## config.mk

```make
export PLATFORM = sky130hd
export DESIGN_NAME = iter_alu
export DESIGN_NICKNAME = d
export VERILOG_FILES = /design/src/rtl/iter_alu.sv
export SDC_FILE = /design/constraint.sdc
export NUM_CORES = 1
export LEC_CHECK = 0
export CAP_MARGIN = 20
export CORE_ASPECT_RATIO = 0.7
export CORE_MARGIN = 3
export CORE_UTILIZATION = 25
export CTS_CLUSTER_DIAMETER = 120
export DETAILED_ROUTE_END_ITERATION = 8
export GPL_ROUTABILITY_DRIVEN = 0
export PLACE_DENSITY_LB_ADDON = 0.05
export SLEW_MARGIN = 20
export SYNTH_ARGS = -nofsm -noshare
export SYNTH_HDL_FRONTEND = slang
export SYNTH_SLANG_ARGS = --single-unit
```

## constraint.sdc

```tcl
create_clock -name clk -period 8.3 [get_ports clk]
set_input_delay 1.66 -clock clk [delete_from_list [all_inputs] [get_ports clk]]
set_output_delay 1.66 -clock clk [all_outputs]
set_load 0.01 [all_outputs]
```

## src/rtl/iter_alu.sv

```systemverilog
// Multi-cycle ALU: single-cycle add/shift/logic plus iterative shift-add multiply
// and restoring divide, all behind a registered start/busy/done handshake.
module iter_alu #(
  parameter int unsigned WIDTH = 8,
  parameter int unsigned SHW   = $clog2(WIDTH)
) (
  input  logic             clk,
  input  logic             rst,
  input  logic             start_in,
  input  logic [2:0]       unit_sel_in,
  input  logic             op_sel_in,
  input  logic             mul_seg_sel,
  input  logic [WIDTH-1:0] acc_in,
  input  logic [WIDTH-1:0] src_in,
  output logic             busy_out,
  output logic             done_out,
  output logic [WIDTH-1:0] alu_res_out,
  output logic             zero_out,
  output logic             carry_out
);

  localparam int unsigned CW = SHW + 1;
  localparam int unsigned PW = 2 * WIDTH;

  localparam logic [2:0] U_ADD   = 3'b000;
  localparam logic [2:0] U_MUL   = 3'b001;
  localparam logic [2:0] U_SHIFT = 3'b010;
  localparam logic [2:0] U_PASS  = 3'b011;
  localparam logic [2:0] U_OR    = 3'b100;
  localparam logic [2:0] U_XOR   = 3'b101;
  localparam logic [2:0] U_AND   = 3'b110;
  localparam logic [2:0] U_DIV   = 3'b111;

  typedef enum logic [1:0] {IDLE, RUN, DONE} state_t;

  state_t           state_q, state_d;
  logic [CW-1:0]    cnt_q, cnt_d;
  logic [2:0]       unit_q, unit_d;
  logic             op_q, op_d;
  logic             seg_q, seg_d;
  logic             neg_q, neg_d;
  logic [WIDTH-1:0] a_q, a_d;
  logic [WIDTH-1:0] b_q, b_d;
  logic [WIDTH-1:0] hi_q, hi_d;
  logic [WIDTH-1:0] lo_q, lo_d;
  logic [WIDTH-1:0] res_q, res_d;
  logic             zero_q, zero_d;
  logic             carry_q, carry_d;
  logic             busy_q, busy_d;
  logic             done_q, done_d;

  logic [WIDTH-1:0] acc_mag, src_mag;
  logic             signed_mul;
  logic             iter;
  logic [WIDTH:0]   add_sum;
  logic [WIDTH:0]   mul_sum;
  logic [WIDTH:0]   rem_sh;
  logic             div_ge;
  logic [WIDTH-1:0] div_diff;
  logic [PW-1:0]    prod;
  logic [PW-1:0]    prod_fin;
  logic [WIDTH-1:0] res_c;

  // Datapath helpers and next-state / result selection
  always_comb begin
    state_d = state_q;
    cnt_d   = cnt_q;
    unit_d  = unit_q;
    op_d    = op_q;
    seg_d   = seg_q;
    neg_d   = neg_q;
    a_d     = a_q;
    b_d     = b_q;
    hi_d    = hi_q;
    lo_d    = lo_q;
    res_d   = res_q;
    zero_d  = zero_q;
    carry_d = carry_q;

    acc_mag    = acc_in[WIDTH-1] ? (~acc_in + WIDTH'(1)) : acc_in;
    src_mag    = src_in[WIDTH-1] ? (~src_in + WIDTH'(1)) : src_in;
    signed_mul = (unit_sel_in == U_MUL) && op_sel_in;
    iter       = (unit_q == U_MUL) || (unit_q == U_DIV);

    add_sum  = {1'b0, a_q} + {1'b0, (op_q ? ~b_q : b_q)} + (WIDTH+1)'(op_q);
    mul_sum  = {1'b0, hi_q} + {1'b0, (lo_q[0] ? a_q : WIDTH'(0))};
    rem_sh   = {hi_q, lo_q[WIDTH-1]};
    div_ge   = rem_sh >= {1'b0, b_q};
    div_diff = rem_sh[WIDTH-1:0] - b_q;
    prod     = {hi_q, lo_q};
    prod_fin = neg_q ? (~prod + PW'(1)) : prod;

    case (unit_q)
      U_ADD:   res_c = add_sum[WIDTH-1:0];
      U_MUL:   res_c = seg_q ? prod_fin[PW-1:WIDTH] : prod_fin[WIDTH-1:0];
      U_SHIFT: res_c = op_q ? (a_q >> b_q[SHW-1:0]) : (a_q << b_q[SHW-1:0]);
      U_PASS:  res_c = b_q;
      U_OR:    res_c = a_q | b_q;
      U_XOR:   res_c = a_q ^ b_q;
      U_AND:   res_c = a_q & b_q;
      U_DIV:   res_c = op_q ? hi_q : lo_q;
      default: res_c = '0;
    endcase

    case (state_q)
      IDLE, DONE: begin
        state_d = IDLE;
        if (start_in) begin
          // Multiplier runs on magnitudes; sign is reapplied when the result is taken
          state_d = RUN;
          cnt_d   = '0;
          unit_d  = unit_sel_in;
          op_d    = op_sel_in;
          seg_d   = mul_seg_sel;
          neg_d   = signed_mul && (acc_in[WIDTH-1] ^ src_in[WIDTH-1]);
          a_d     = signed_mul ? acc_mag : acc_in;
          b_d     = src_in;
          hi_d    = '0;
          lo_d    = (unit_sel_in == U_MUL) ? (signed_mul ? src_mag : src_in) : acc_in;
        end
      end
      RUN: begin
        if (iter && (cnt_q != CW'(WIDTH))) begin
          cnt_d = cnt_q + CW'(1);
          if (unit_q == U_MUL) begin
            hi_d = mul_sum[WIDTH:1];
            lo_d = {mul_sum[0], lo_q[WIDTH-1:1]};
          end else begin
            hi_d = div_ge ? div_diff : rem_sh[WIDTH-1:0];
            lo_d = {lo_q[WIDTH-2:0], div_ge};
          end
        end else begin
          // Final cycle: sign/segment or quotient/remainder selection
          state_d = DONE;
          res_d   = res_c;
          zero_d  = (res_c == '0);
          carry_d = (unit_q == U_ADD) ? add_sum[WIDTH] : 1'b0;
        end
      end
      default: state_d = IDLE;
    endcase

    busy_d = (state_d == RUN);
    done_d = (state_d == DONE);
  end

  always_ff @(posedge clk) begin
    if (rst) begin
      state_q <= IDLE;
      cnt_q   <= '0;
      unit_q  <= '0;
      op_q    <= 1'b0;
      seg_q   <= 1'b0;
      neg_q   <= 1'b0;
      a_q     <= '0;
      b_q     <= '0;
      hi_q    <= '0;
      lo_q    <= '0;
      res_q   <= '0;
      zero_q  <= 1'b1;
      carry_q <= 1'b0;
      busy_q  <= 1'b0;
      done_q  <= 1'b0;
    end else begin
      state_q <= state_d;
      cnt_q   <= cnt_d;
      unit_q  <= unit_d;
      op_q    <= op_d;
      seg_q   <= seg_d;
      neg_q   <= neg_d;
      a_q     <= a_d;
      b_q     <= b_d;
      hi_q    <= hi_d;
      lo_q    <= lo_d;
      res_q   <= res_d;
      zero_q  <= zero_d;
      carry_q <= carry_d;
      busy_q  <= busy_d;
      done_q  <= done_d;
    end
  end

  assign busy_out    = busy_q;
  assign done_out    = done_q;
  assign alu_res_out = res_q;
  assign zero_out    = zero_q;
  assign carry_out   = carry_q;

endmodule
```

==> Yosys cells after proc, flatten, opt, wreduce, memory -nomap -nowiden <==
Index checks and enable logic that the tools add are counted.
{ "word_totals": {"elab_cells": 90, "regBits": 56, "output_inout_bits": 12} }
{ "classes": {"n_lt_le_gt_ge": 1, "shift": 2, "mux": 28, "bitwise_logic": 9, "n_reduce_logical": 12, "n_eq_ne": 15, "addsub": 8} }
{ "op_table": {"columns": ["operator", "count"], "rows": [
  ["$mux W8", 17],
  ["$pmux W8 S8", 1],
  ["$pmux W8 S2", 2],
  ["$not A8 Y8", 3],
  ["$add A8 B8 Y9", 2],
  ["$add A16 B1 Y16 const B", 1],
  ["$add A8 B1 Y8 const B", 2],
  ["$mux W16", 1],
  ["$not A16 Y16", 1],
  ["$eq A3 B3 Y1 const B", 4],
  ["$add A9 B1 Y9", 1],
  ["$ge A9 B8 Y1", 1],
  ["$and A8 B8 Y8", 1],
  ["$logic_not A8 Y1", 1],
  ["$mux W4", 2],
  ["$or A8 B8 Y8", 1],
  ["$pmux W4 S2", 1],
  ["$shl A8 B3 Y8", 1],
  ["$shr A8 B3 Y8", 1],
  ["$sub A8 B8 Y8", 1],
  ["$xor A8 B8 Y8", 1],
  ["$eq A3 B1 Y1 const B", 2],
  ["$eq A3 B2 Y1 const B", 2],
  ["$add A4 B1 Y4 const B", 1],
  ["other kinds (17)", 24]
]} }

==> Logic depth before layout (Yosys ltp) <==
{ "logic_depth": {"word_depth": 7, "ltp_mapped": 14} }

==> Worst setup path before layout <==
OpenSTA, ideal clock, no wires.
{ "synth_path": {"kind": "register to register", "startpoint": "reg op_q", "endpoint": "reg zero_q, in the netlist zero_out", "n_path_buf": 3, "path_stages_with_launch": 14, "slack_ns": 4.922, "arrival_ns": 3.263, "path_cell_list": "dfxtp_1 > clkbuf_1 > clkbuf_1 > buf_1 > xor2_1 > ha_1 > nand3_1 > nand2_1 > a41o_1 > or4b_2 > a21oi_1 > nor4_1 > and4_1 > a31o_1"} }
{ "synth_via": {"elab_chain_cells": 5, "elab_cells_between_ends": 7, "cone_classes": "2 x add/sub; 4 x mux; 1 x reduce/logical"} }
{ "synth_rtl": {"columns": ["item", "line", "text"], "rows": [
  ["start: declaration", "39", "logic op_q, op_d;"],
  ["start signal: assignment", "168", "op_q <= op_d;"],
  ["$mux W8", "85", "add_sum = {1'b0, a_q} + {1'b0, (op_q ? ~b_q : b_q)} + (WIDTH+1)'(op_q);"],
  ["$add A8 B8 Y9", "85", null],
  ["$add A9 B1 Y9", "85", null],
  ["$pmux W8 S8 (*)", "93", "case (unit_q)"],
  ["$logic_not A8 Y1 (*)", "136", "zero_d = (res_c == '0);"],
  ["end signal: assignment", "176", "zero_q <= zero_d;"],
  ["end: declaration", "47", "logic zero_q, zero_d;"]
]} }
Mark *: on every way between the ends. The rest lies on a longest branch, timed or not.
A chain may end at the register's enable or synchronous reset.

==> Worst setup path in the final report <==
{ "layout_path": {"startpoint": "in unit_sel_in[0]", "endpoint": "reg a_q[6]"} }
{ "layout_via": {"elab_chain_cells": 3} }
{ "layout_rtl": {"columns": ["item", "line", "text"], "rows": [
  ["start: declaration", "10", "input logic [2:0] unit_sel_in,"],
  ["$eq A3 B1 Y1", "82", "signed_mul = (unit_sel_in == U_MUL) && op_sel_in;"],
  ["$logic_and A1 B1 Y1", "82", null],
  ["$mux W8", "116", "a_d = signed_mul ? acc_mag : acc_in;"],
  ["end signal: assignment", "155", "a_q <= '0;"],
  ["end signal: assignment", "171", "a_q <= a_d;"],
  ["end: declaration", "42", "logic [WIDTH-1:0] a_q, a_d;"]
]} }
No other way between the ends.

==> flow_metrics.tcl <==
set metrics [dict create \
    timing_hold_violations_final 0 \
    antenna_found_initial 0 \
    initial_core_util_pct 25.6 \
    post_cts_resized 0 \
    final_layout_size_suffix_gt1_share_pct 5.66 \
    worstSetupPathType "in -> reg" \
    ys_seq_area_share_pct 20.1 \
    synth_area_per_cell_um2 7.17 \
    placed_cell_area_um2 6150 \
    start_kind "primary input" \
    fin_skew_ns 0.00768 \
    synth_edf_count 0 \
    synthFlopType "dfxtp_1" \
    rsz0062_at_grt "false" \
    ctsHoldBuffers 0 \
    num_io_pins 36 \
    dp_hpwl_um 16300 \
    clock_sinks 56 \
    syn_inst 778 \
    relSlewSlack_pct 38.5 \
    setup_viol 0 \
    fin_area_um2 6300 \
    fill_cells 2389 \
    die_h_um 131 \
    dp_slack_ns 4.24 \
    port_buffers 35 \
    power_density_nw_per_um2 134 \
    finalPower_w 0.000847 \
    cts_root_buf "clkbuf_16" \
    die_area_um2 24200 \
    n_antenna_cell 0 \
    vdd_drop_max_uv 69.6 \
    worst_slack_ns 4.80 \
    rows 45 \
    layout_common_cells "nand2_1 (110), a21oi_1 (77), nor2_1 (74)" \
    fmax_mhz 286 \
    worst_slew_pin_slew_ns 0.919 \
    status "finished, final reports clean" \
    synth.distinct_cells 71 \
    first_iter_violations 357 \
    yosysWarnings 0 \
    cp-end-kind "flop" \
    grt_max_degree 53 \
    avgRoutedWirePerCell_um 20.1 \
    grt_pass1_vias 5308 \
    ys_seq_elements 56 \
    cts_tree "yes" \
    tns_ns 0 \
    async_reset_ff_share_pct 0 \
    drv_cap 0 \
    cellLeakagePower_nw 2.38 \
    final_cells 1060 \
    area_growth_pct 12.9 \
    cts_setup_buffers 0 \
    wl_um 21300 \
    crit_fanout 19 \
    grtUsageTotal_pct 17.8 \
    coreArea_um2 21800 \
    netlist_area_um2 5580 \
    viasPerCell 5.27 \
    final_max_slew_viol_count 0 \
    dp.cells 1052 \
    htreeDepth 2 \
    overflow 0 \
    vias 5583 \
    worstHoldPathType "reg -> reg" \
    cts.reportedPaths.clkPinSlew_ns 0.08 \
    drtPass1Iterations 5 \
    cts_max_path_buffers 2 \
    period_needed_ns 3.50 \
    final_nets 849 \
    mostFrequentLayoutCell "nand2_1" \
    cts_buffers 5 \
    drc 0 \
    critPathArrivalTime_ns 3.72 \
    clk-insertion-delay-late_ns 0.31 \
    post-route-period-util_pct 42.1 \
    grt_pass1_wl_um 32900 \
    ant_nets 0 \
    synth.net_count 850 \
    die_x_um 185 \
    critPathRequiredTime_ns 8.52 \
]
==> final cells by class <==
cell class	instances	area [um2]	area share, %
Clock buffer	5	125	1.98
Clock inverter	3	22.5	0.357
Inverter	43	161	2.56
Multi-Input combinational cell	625	4090	64.9
Sequential cell	56	1120	17.8
Tap cell	282	353	5.60
Timing Repair Buffer	46	428	6.79
==> critical path, stage by stage <==
cell	delay, ns
clkdlybuf4s50_1	0.50
nor3b_4	0.67
and3_1	0.38
o31ai_1	0.12
xor2_1	0.15
a211oi_1	0.24
==> path summary, 6_finish.rpt <==
kind | cells after the start | to | startpoint | slack [ns]
max | 6 | a_q[6]$_SDFFE_PP0P_ | unit_sel_in[0] | 4.80
min | 2 | carry_out$_SDFFE_PP0P_ | carry_out$_SDFFE_PP0P_ | 0.46
max reg2reg | 10 | hi_q[3]$_SDFFE_PP0P_ | b_q[2]$_SDFFE_PP0P_ | 5.05
min reg2reg | 2 | carry_out$_SDFFE_PP0P_ | carry_out$_SDFFE_PP0P_ | 0.46
==> power breakdown <==
group	leakage [nW]	switching, W	internal (W)
Sequential	0.458	0.0000332	0.000283
Combinational	1.85	0.000181	0.000120
Clock	0.0742	0.000116	0.000114
Total	2.38	0.000330	0.000517
==> layer usage <==
metal	track usage (%)	share of wire, %	routed length (um)	up-vias
met5	0	0	0	-
met4	2.71	0.70	150	0
met3	2.27	3.5	752	13
met2	25.0	39	8370	114
met1	28.7	56	12000	2704
li1	-	-	-	2752
==> registers in the layout, indices dropped and copies added (netlist names) <==
signal	flops
op_q	1
a_q	8
state_q	2
neg_q	1
busy_out	1
unit_q	3
lo_q	8
hi_q	8
cnt_q	4
alu_res_out	8
b_q	8
done_out	1
zero_out	1
seg_q	1
carry_out	1
==> through the flow <==
step	hold slack, ns	util, %
after floorplan	0.462	-
after global placement	0.449	28.2
after detailed placement	0.451	28.2
after CTS	0.466	28.9
after global routing	0.481	28.9
final	0.463	28.9
==> cell usage after synthesis (4+ instances only) <==
cell      count  area (um2)
a211oi_1     22         165
a21o_1        8        60.1
a21oi_1      77         385
a311oi_1      8        70.1
a31oi_1       6        37.5
buf_1         4        15.0
clkbuf_1     44         165
dfxtp_1      56        1120
ha_1         45         563
inv_1        42         158
mux2_2        9         101
mux2i_1      16         160
mux4_2        4        90.1
nand2_1     110         413
nand2b_1     10        62.6
nand3_1      15        75.1
nand4_1       4        25.0
nor2_1       74         278
nor2b_1      13        81.3
nor3_1       23         115
nor3b_1       5        37.5
o211ai_1      7        52.6
o21ai_0      38         190
o21ai_1       4        20.0
o22ai_1       5        31.3
o31ai_1      10        75.1
or3_1        10        62.6
xnor2_1      21         184
xor2_1       20         175
==> cells by family after synthesis <==
group                    synth area share, %
AO/OA/AOI/OAI                           25.5
XOR/XNOR                                6.43
adder cells (fa/ha/maj)                 11.2
buffers and inverters                   6.93
flip-flops                              20.1
multiplexers                            6.30
AND/OR/NAND/NOR                         23.6
No activity file was read; power rests on OpenSTA's default activity.
